===== src/rtl/mul_acc_int16_if.sv =====
// rtl/mul_acc_int16_if.sv - product-in / sum-out handshake bundle for mul_acc_int16
interface mul_acc_int16_if #(
  parameter int WIDTH     = 16,
  parameter int ACC_WIDTH = 24,
  parameter int CW        = 5
);
  logic                 in_valid;
  logic                 in_ready;
  logic [WIDTH-1:0]     in_prod;
  logic                 in_last;
  logic                 out_valid;
  logic                 out_ready;
  logic [ACC_WIDTH-1:0] out_sum;
  logic [CW-1:0]        out_count;
  logic                 out_forced;
  logic                 out_sat;
  logic                 busy;

  modport master (
    output in_valid, in_prod, in_last, out_ready,
    input  in_ready, out_valid, out_sum, out_count, out_forced, out_sat, busy
  );

  modport slave (
    input  in_valid, in_prod, in_last, out_ready,
    output in_ready, out_valid, out_sum, out_count, out_forced, out_sat, busy
  );
endinterface


===== src/rtl/mul_acc_int16.sv =====
// rtl/mul_acc_int16.sv - accumulates a transaction of multiplier products into one result
// Optional MUL_ACC_SAT_EN: clamp each add to the accumulator range and report out_sat.
module mul_acc_int16 #(
  parameter int WIDTH     = 16,
  parameter int ACC_WIDTH = 24,
  parameter int MAX_TERMS = 16,
  parameter int SIGNED    = 1
) (
  input  logic           clk,
  input  logic           rst,
  mul_acc_int16_if.slave bus
);
  localparam int CW = $clog2(MAX_TERMS + 1);

  typedef enum logic [1:0] {
    IDLE = 2'd0,
    ACC  = 2'd1,
    DONE = 2'd2
  } state_t;

  state_t               state, state_nxt;
  logic [ACC_WIDTH-1:0] acc, acc_nxt, ext, add_res;
  logic [CW-1:0]        count, count_nxt;
  logic                 forced, forced_nxt;
  logic [WIDTH-1:0]     prod;
  logic                 in_ready, accept, at_limit;

  assign prod     = bus.in_prod;
  assign in_ready = (state != DONE);
  assign accept   = bus.in_valid & in_ready;
  assign at_limit = (count == CW'(MAX_TERMS - 1));

  always_comb begin
    if (SIGNED != 0) ext = ACC_WIDTH'($signed(prod));
    else             ext = ACC_WIDTH'(prod);
  end

`ifdef MUL_ACC_SAT_EN
  logic [ACC_WIDTH:0] true_sum;
  logic               add_clamp;
  logic               sat;

  // One extra bit of headroom tells overflow apart from a legitimate MSB.
  always_comb begin
    add_clamp = 1'b0;
    if (SIGNED != 0) begin
      true_sum = {acc[ACC_WIDTH-1], acc} + {ext[ACC_WIDTH-1], ext};
      add_res  = true_sum[ACC_WIDTH-1:0];
      if (true_sum[ACC_WIDTH] != true_sum[ACC_WIDTH-1]) begin
        add_clamp = 1'b1;
        add_res   = {true_sum[ACC_WIDTH], {(ACC_WIDTH-1){~true_sum[ACC_WIDTH]}}};
      end
    end else begin
      true_sum = {1'b0, acc} + {1'b0, ext};
      add_res  = true_sum[ACC_WIDTH-1:0];
      if (true_sum[ACC_WIDTH]) begin
        add_clamp = 1'b1;
        add_res   = {ACC_WIDTH{1'b1}};
      end
    end
  end

  always_ff @(posedge clk) begin
    if (rst)         sat <= 1'b0;
    else if (accept) sat <= (state == IDLE) ? 1'b0 : (sat | add_clamp);
  end

  assign bus.out_sat = sat;
`else
  assign add_res     = acc + ext;
  assign bus.out_sat = 1'b0;
`endif

  always_ff @(posedge clk) begin
    if (rst) begin
      state  <= IDLE;
      acc    <= '0;
      count  <= '0;
      forced <= 1'b0;
    end else begin
      state  <= state_nxt;
      acc    <= acc_nxt;
      count  <= count_nxt;
      forced <= forced_nxt;
    end
  end

  always_comb begin
    state_nxt  = state;
    acc_nxt    = acc;
    count_nxt  = count;
    forced_nxt = forced;
    case (state)
      IDLE: begin
        if (accept) begin
          acc_nxt    = ext;
          count_nxt  = CW'(1);
          forced_nxt = (MAX_TERMS == 1) && !bus.in_last;
          state_nxt  = (bus.in_last || MAX_TERMS == 1) ? DONE : ACC;
        end
      end
      ACC: begin
        if (accept) begin
          acc_nxt    = add_res;
          count_nxt  = count + CW'(1);
          forced_nxt = at_limit && !bus.in_last;
          if (bus.in_last || at_limit) state_nxt = DONE;
        end
      end
      DONE: begin
        if (bus.out_ready) state_nxt = IDLE;
      end
      default: state_nxt = IDLE;
    endcase
  end

  // Sum/count registers stay frozen in DONE, so they double as the result registers.
  assign bus.in_ready   = in_ready;
  assign bus.out_valid  = (state == DONE);
  assign bus.busy       = (state != IDLE);
  assign bus.out_sum    = acc;
  assign bus.out_count  = count;
  assign bus.out_forced = forced;
endmodule

===== src/flat_wrapper.sv =====
// flat-port wrapper written by rule: the top's interface ports become plain ports
module mul_acc_int16_flat 
#(
  parameter int WIDTH     = 16,
  parameter int ACC_WIDTH = 24,
  parameter int MAX_TERMS = 16,
  parameter int SIGNED    = 1
)
  (clk, rst, bus_in_valid, bus_in_prod, bus_in_last, bus_out_ready, bus_in_ready, bus_out_valid, bus_out_sum, bus_out_count, bus_out_forced, bus_out_sat, bus_busy);
  mul_acc_int16_if #(.WIDTH(WIDTH), .ACC_WIDTH(ACC_WIDTH)) bus_i ();
  input  logic clk;
  input  logic rst;
  input wire logic [$bits(bus_i.in_valid)-1:0] bus_in_valid;
  input wire logic [$bits(bus_i.in_prod)-1:0] bus_in_prod;
  input wire logic [$bits(bus_i.in_last)-1:0] bus_in_last;
  input wire logic [$bits(bus_i.out_ready)-1:0] bus_out_ready;
  output wire logic [$bits(bus_i.in_ready)-1:0] bus_in_ready;
  output wire logic [$bits(bus_i.out_valid)-1:0] bus_out_valid;
  output wire logic [$bits(bus_i.out_sum)-1:0] bus_out_sum;
  output wire logic [$bits(bus_i.out_count)-1:0] bus_out_count;
  output wire logic [$bits(bus_i.out_forced)-1:0] bus_out_forced;
  output wire logic [$bits(bus_i.out_sat)-1:0] bus_out_sat;
  output wire logic [$bits(bus_i.busy)-1:0] bus_busy;
  assign bus_i.in_valid = bus_in_valid;
  assign bus_i.in_prod = bus_in_prod;
  assign bus_i.in_last = bus_in_last;
  assign bus_i.out_ready = bus_out_ready;
  assign bus_in_ready = bus_i.in_ready;
  assign bus_out_valid = bus_i.out_valid;
  assign bus_out_sum = bus_i.out_sum;
  assign bus_out_count = bus_i.out_count;
  assign bus_out_forced = bus_i.out_forced;
  assign bus_out_sat = bus_i.out_sat;
  assign bus_busy = bus_i.busy;
  mul_acc_int16 #(.WIDTH(WIDTH), .ACC_WIDTH(ACC_WIDTH), .MAX_TERMS(MAX_TERMS), .SIGNED(SIGNED)) u_core (.clk(clk), .rst(rst), .bus(bus_i));
endmodule

===== config.mk =====
export PLATFORM = sky130hd
export DESIGN_NAME = mul_acc_int16_flat
export DESIGN_NICKNAME = d
export VERILOG_FILES = /design/src/rtl/mul_acc_int16_if.sv /design/src/rtl/mul_acc_int16.sv /design/src/flat_wrapper.sv
export SDC_FILE = /design/constraint.sdc
export NUM_CORES = 1
export LEC_CHECK = 0
export ABC_AREA = 1
export BUFFER_PORTS_ARGS = -buffer_cell sky130_fd_sc_hd__buf_2
export CAP_MARGIN = 20
export CORE_ASPECT_RATIO = 1.4
export CORE_MARGIN = 4
export CORE_UTILIZATION = 57
export CTS_CLUSTER_SIZE = 16
export DETAILED_ROUTE_END_ITERATION = 8
export MAX_ROUTING_LAYER = met4
export PLACE_DENSITY = 0.83
export SLEW_MARGIN = 20
export SYNTH_ARGS = -nofsm -noshare
export SYNTH_HDL_FRONTEND = slang
export SYNTH_SLANG_ARGS = --single-unit

===== constraint.sdc =====
create_clock -name clk -period 2.3 [get_ports clk]
set_clock_uncertainty 0.15 [all_clocks]
set_input_delay 0.46 -clock clk [delete_from_list [all_inputs] [get_ports clk]]
set_output_delay 0.46 -clock clk [all_outputs]
set_load 0.05 [all_outputs]

# Word level (Yosys, flattened, before mapping)
# Index checks and enable logic that the tools add are counted.
# Widths: inputs -> output; s select.
[word_totals]
romBits = 0
out_inout_bits = 34
input_bits = 21
mem_count = 0
latchBits = 0
ramBits = 0
ff_bits = 32
[op_classes]
n_lt_le_gt_ge = 0
eq_ne = 8
n_div = 0
shifts = 0
muxes = 15
bitwise = 1
n_reduce_logical = 8
n_addsub = 2
mul = 0
[ops]
columns = ["cell", "n"]
rows = [
  ["$mux 24", 2],
  ["$pmux 24 s2", 1],
  ["$add 24x24->24", 1],
  ["$mux 2", 5],
  ["$mux 5", 2],
  ["$pmux 5 s2", 1],
  ["$ne 2x1->1 const B", 3],
  ["$pmux 2 s3", 1],
  ["$add 5x1->5 const B", 1],
  ["$eq 5x4->1 const B", 1],
  ["$ne 2x2->1 const B", 2],
  ["$reduce_and 4->1", 1],
  ["$reduce_bool 2->1", 2],
  ["$reduce_and 3->1", 1],
  ["$eq 2x1->1 const B", 1],
  ["$eq 2x2->1 const B", 1],
  ["$logic_not 2->1", 1],
  ["$mux 1", 2],
  ["$pmux 1 s2", 1],
  ["$and 1x1->1", 1],
  ["$logic_and 1x1->1", 1],
  ["$logic_not 1->1", 1],
  ["$logic_or 1x1->1", 1],
]

# Logic depth before layout (Yosys ltp)
[logic_depth]
depth_word = 5
depth_mapped = 13

# Worst setup path before layout
# No wires, ideal clock.
[synth_timing]
path_kind = "register to register"
from = "register u_core.acc[0], in the netlist u_core.bus.out_sum[0]"
to = "register u_core.acc[16], in the netlist u_core.bus.out_sum[16]"
setup_slack_ns = -0.161
t_arrival_ns = 2.183
required_ns = 2.022
synth_period_minus_slack_ns = 2.461
path_stages_with_launch = 14
cell_sequence = "dfxtp_1 > ha_1 > inv_1 > fa_1 > inv_1 > nand2_1 > o21ai_0 > nand2_1 > nand2_1 > nand2_1 > nand2_1 > nand2_1 > nand3_1 > a21oi_1"
[synth_via]
elab_chain_cells = 3
[synth_rtl]
columns = ["item", "line", "text"]
rows = [
  ["from (decl)", "mul_acc_int16.sv:22", "logic [ACC_WIDTH-1:0] acc, acc_nxt, ext, add_res;"],
  ["from (signal assigned)", "mul_acc_int16.sv:82", "acc <= acc_nxt;"],
  ["$add 24x24->24", "mul_acc_int16.sv:70", "assign add_res = acc + ext;"],
  ["$mux 24", "mul_acc_int16.sv:103", "if (accept) begin"],
  ["$pmux 24 s2", "mul_acc_int16.sv:93", "case (state)"],
]
# Every way passes these cells. The select of a mux whose other input is x is not followed.
# A chain may end at the register's enable or synchronous reset.

# Worst setup path after layout
[layout_timing]
from = "register u_core.acc[0], in the netlist u_core.bus.out_sum[0]"
to = "register u_core.acc[18], in the netlist u_core.bus.out_sum[18]"
# Same word-level chain as after synthesis.

==> flow_summary.toml <==
[clock_tree]
clk_latency_ps = 290
clkTransAtPathRegs_ps = 80
htreeDepth = 2
cts_tree = "done"
numCtsBuffers = 5
cts_hold_buf = 0
post_cts_buffers = 0
clkSinkCount = 32
cts_root_buffer = "clkbuf_8"
clk_path_buf_depth = 2

[power]
p_sw_uw = 1166
fin_total_pwr_uw = 2360
seq_power_share_pct = 28.6
p_int_uw = 1194
swShare_pct = 49.42
p_per_area_nw_per_um2 = 669.9
clkPwrFrac_pct = 19.6
p_leak_uw = 0.001940
ir_worst_vdd_uv = 392.7
combPwrFrac_pct = 51.8

[global_routing]
grt_pass1_vias = 3294
gr-total-overflow = 0
grt_max_degree = 31
grt_pass1_wl_um = 14520
grt_usage_pct = 27.97
antenna_found_initial = 0

[synth]
synthAdderAreaFrac_pct = 10.82
ys_types = 32
ys_ff_latch = 32
yosysMostFrequentCell = "nand2_1"
synth.area.top_cells = "nand2_1 21%, dfxtp_1 21%, inv_1 11%"
synth_mux_area_share_pct = 0
yosys.area_share.simple_pct = 37.58
synth_compound_area_share_pct = 15.25
synth_xor_area_share_pct = 1.708
avgSynthCellArea_um2 = 5.751
synthFlopType = "dfxtp_1"
netlist_instances = 535
async_flop_share_pct = 0
synth_top_family_by_area = "simple AND/OR/NAND/NOR gates"
ys_seq_area_share_pct = 20.82
synth_edf_count = 0
yosys_warnings = 0
yosysTopAreaCell = "nand2_1"
syn_nets = 582
synth_area_um2 = 3077
synth_top_cell_area_share_pct = 21.11
synth_common_cells = "173 x nand2_1, 91 x inv_1, 50 x a21oi_1, 43 x nor2_1, 36 x nand3_1"

[floorplanning]
start_util_pct = 59.20
die_width_um = 70.09
die-area_um2 = 6654
die_height_um = 94.93
io_pins = 55
rows = 31
core_area_um2 = 5197

[critical_path]
cp_max_fo = 3
crit_arrival_ps = 2120
required_ps = 2310
end_kind = "flop"
path_class = "flop to flop"
crit_path_start_kind = "flop"

[route]
first_pass_iters = 4
postRouteWirelength_um = 8946
drc = 0
ant_nets = 0
vias = 3492
wl_per_cell_um = 13.58
drt_iter0_markers = 169
viasPerCell = 5.299

[finish]
finish.utilization_pct = 67.79
n_fill_cell = 510
regArea_um2 = 643.1
nets = 639
multiInputGateArea_um2 = 2019
antennaDiodeCount = 0
drive_above_1_share_pct = 14.33
syn2layout_area_growth_pct = 14.52

[sta]
worst_pin_slew_ps = 537.2
min_period_ps = 2105
slew_headroom_pct = 64.18
hold_viol = 0
min_period_over_period_pct = 91.52
setup_slack_ps = 194.9
rsz0062_at_grt = "false"
fmax_ghz = 0.4750
drv_slew = 0
setup_viol = 0

[placed_design]
dpl_worst_slack_ps = -66.70
gp_congestion = 1.010
hpwlAfterDp_um = 7072
io_buffers = 53

[run_status]
status = "finished clean"

[run]
drv_cap = 0

[worst_hold_path]
min_path_type = "primary input to flop"
## stage by stage
step	area (um2)	cells	setup TNS, ps	hold slack [ps]
5_1_grt	3523	659	0	292.0
2_1_floorplan	3079	535	0	355.8
3_3_place_gp	3426	651	-26.12	301.4
3_5_place_dp	3426	651	-170.5	309.7
6_report	3523	659	0	275.3
4_1_cts	3518	659	0	270.3
## worst max-delay path, cell delays in order, from the launching register on
cell and delay [ps]:
dfxtp_2 340, ha_1 160, inv_1 50, fa_1 380, inv_1 60, nand2_1 60, buf_4 140, nor2_1 80
nand3_1 70, nand3_1 130, nand2_1 100, nand2_1 70, nand2_1 50, nand3_1 60, a21oi_1 60
## final timing paths
| kind | startpoint | endpoint | slack (ps) | cells after the start |
|---|---|---|---|---|
| worst max register to register | u_core.bus.out_sum[0]$_SDFFE_PP0P_ | u_core.bus.out_sum[18]$_SDFFE_PP0P_ | 190 | 14 |
| worst min register to register | u_core.bus.out_forced$_SDFFE_PP0P_ | u_core.bus.out_forced$_SDFFE_PP0P_ | 330 | 2 |
| worst max-delay path | u_core.bus.out_sum[0]$_SDFFE_PP0P_ | u_core.bus.out_sum[18]$_SDFFE_PP0P_ | 190 | 14 |
| worst min-delay path | rst | u_core.bus.out_count[1]$_SDFFE_PP0P_ | 280 | 2 |
## cells by family (layout without fill, tap and decap cells)
group           Yosys count  count (layout)
compound gates           88              88
buf+inv                 106             164
flops                    32              32
simple gates            276             276
other cells               1               1
fa+ha+maj                26              26
xor+xnor                  6               6
## final cells by class
type	count	area share (%)
repair buffers	62	9.446
well taps	66	2.344
flip-flops and latches	32	18.25
clock inverters	3	0.6747
multi-input cells	397	57.32
inverters	94	10.01
clock buffers	5	1.953
## sequential cells by signal, summed over array words and instances (netlist names)
signal                 count
u_core.state               2
u_core.bus.out_sum        24
u_core.bus.out_forced      1
u_core.bus.out_count       5
## cells in the final DEF, fill, tap and decap left out, types with 5 or more instances in the layout
cell and n:
a21oi_1 50, buf_2 53, buf_4 9, clkbuf_8 5
dfxtp_1 30, ha_1 25, inv_1 91, nand2_1 173
nand3_1 35, nand3b_1 6, nand4_1 6, nor2_1 43
nor3_1 5, o21ai_0 28, xor2_1 5
## layer usage
layer / vias to the layer above / routed length (um) / GRT usage [%]
met4: 0 / 414 / 14.38
met5: - / 0 / -
met3: 35 / 417 / 3.195
li1: 1808 / - / -
met1: 1554 / 3553 / 29.27
met2: 95 / 4561 / 51.42
## power by group through the flow
stage | logic, uW | clock network (uW) | registers, uW
floorplan | 710 | 0 | 891
global placement | 1190 | 0 | 683
detailed placement | 1210 | 0 | 685
CTS | 1210 | 473 | 674
global route | 1350 | 491 | 684
finish | 1220 | 463 | 674
## repair_timing
item / in CTS / in global routing
setup endpoints to repair: 0 / 4
endpoints found under the hold margin: 0 / 0
gates resized for setup: 0 / 2
(Power assumes the default switching activity.)
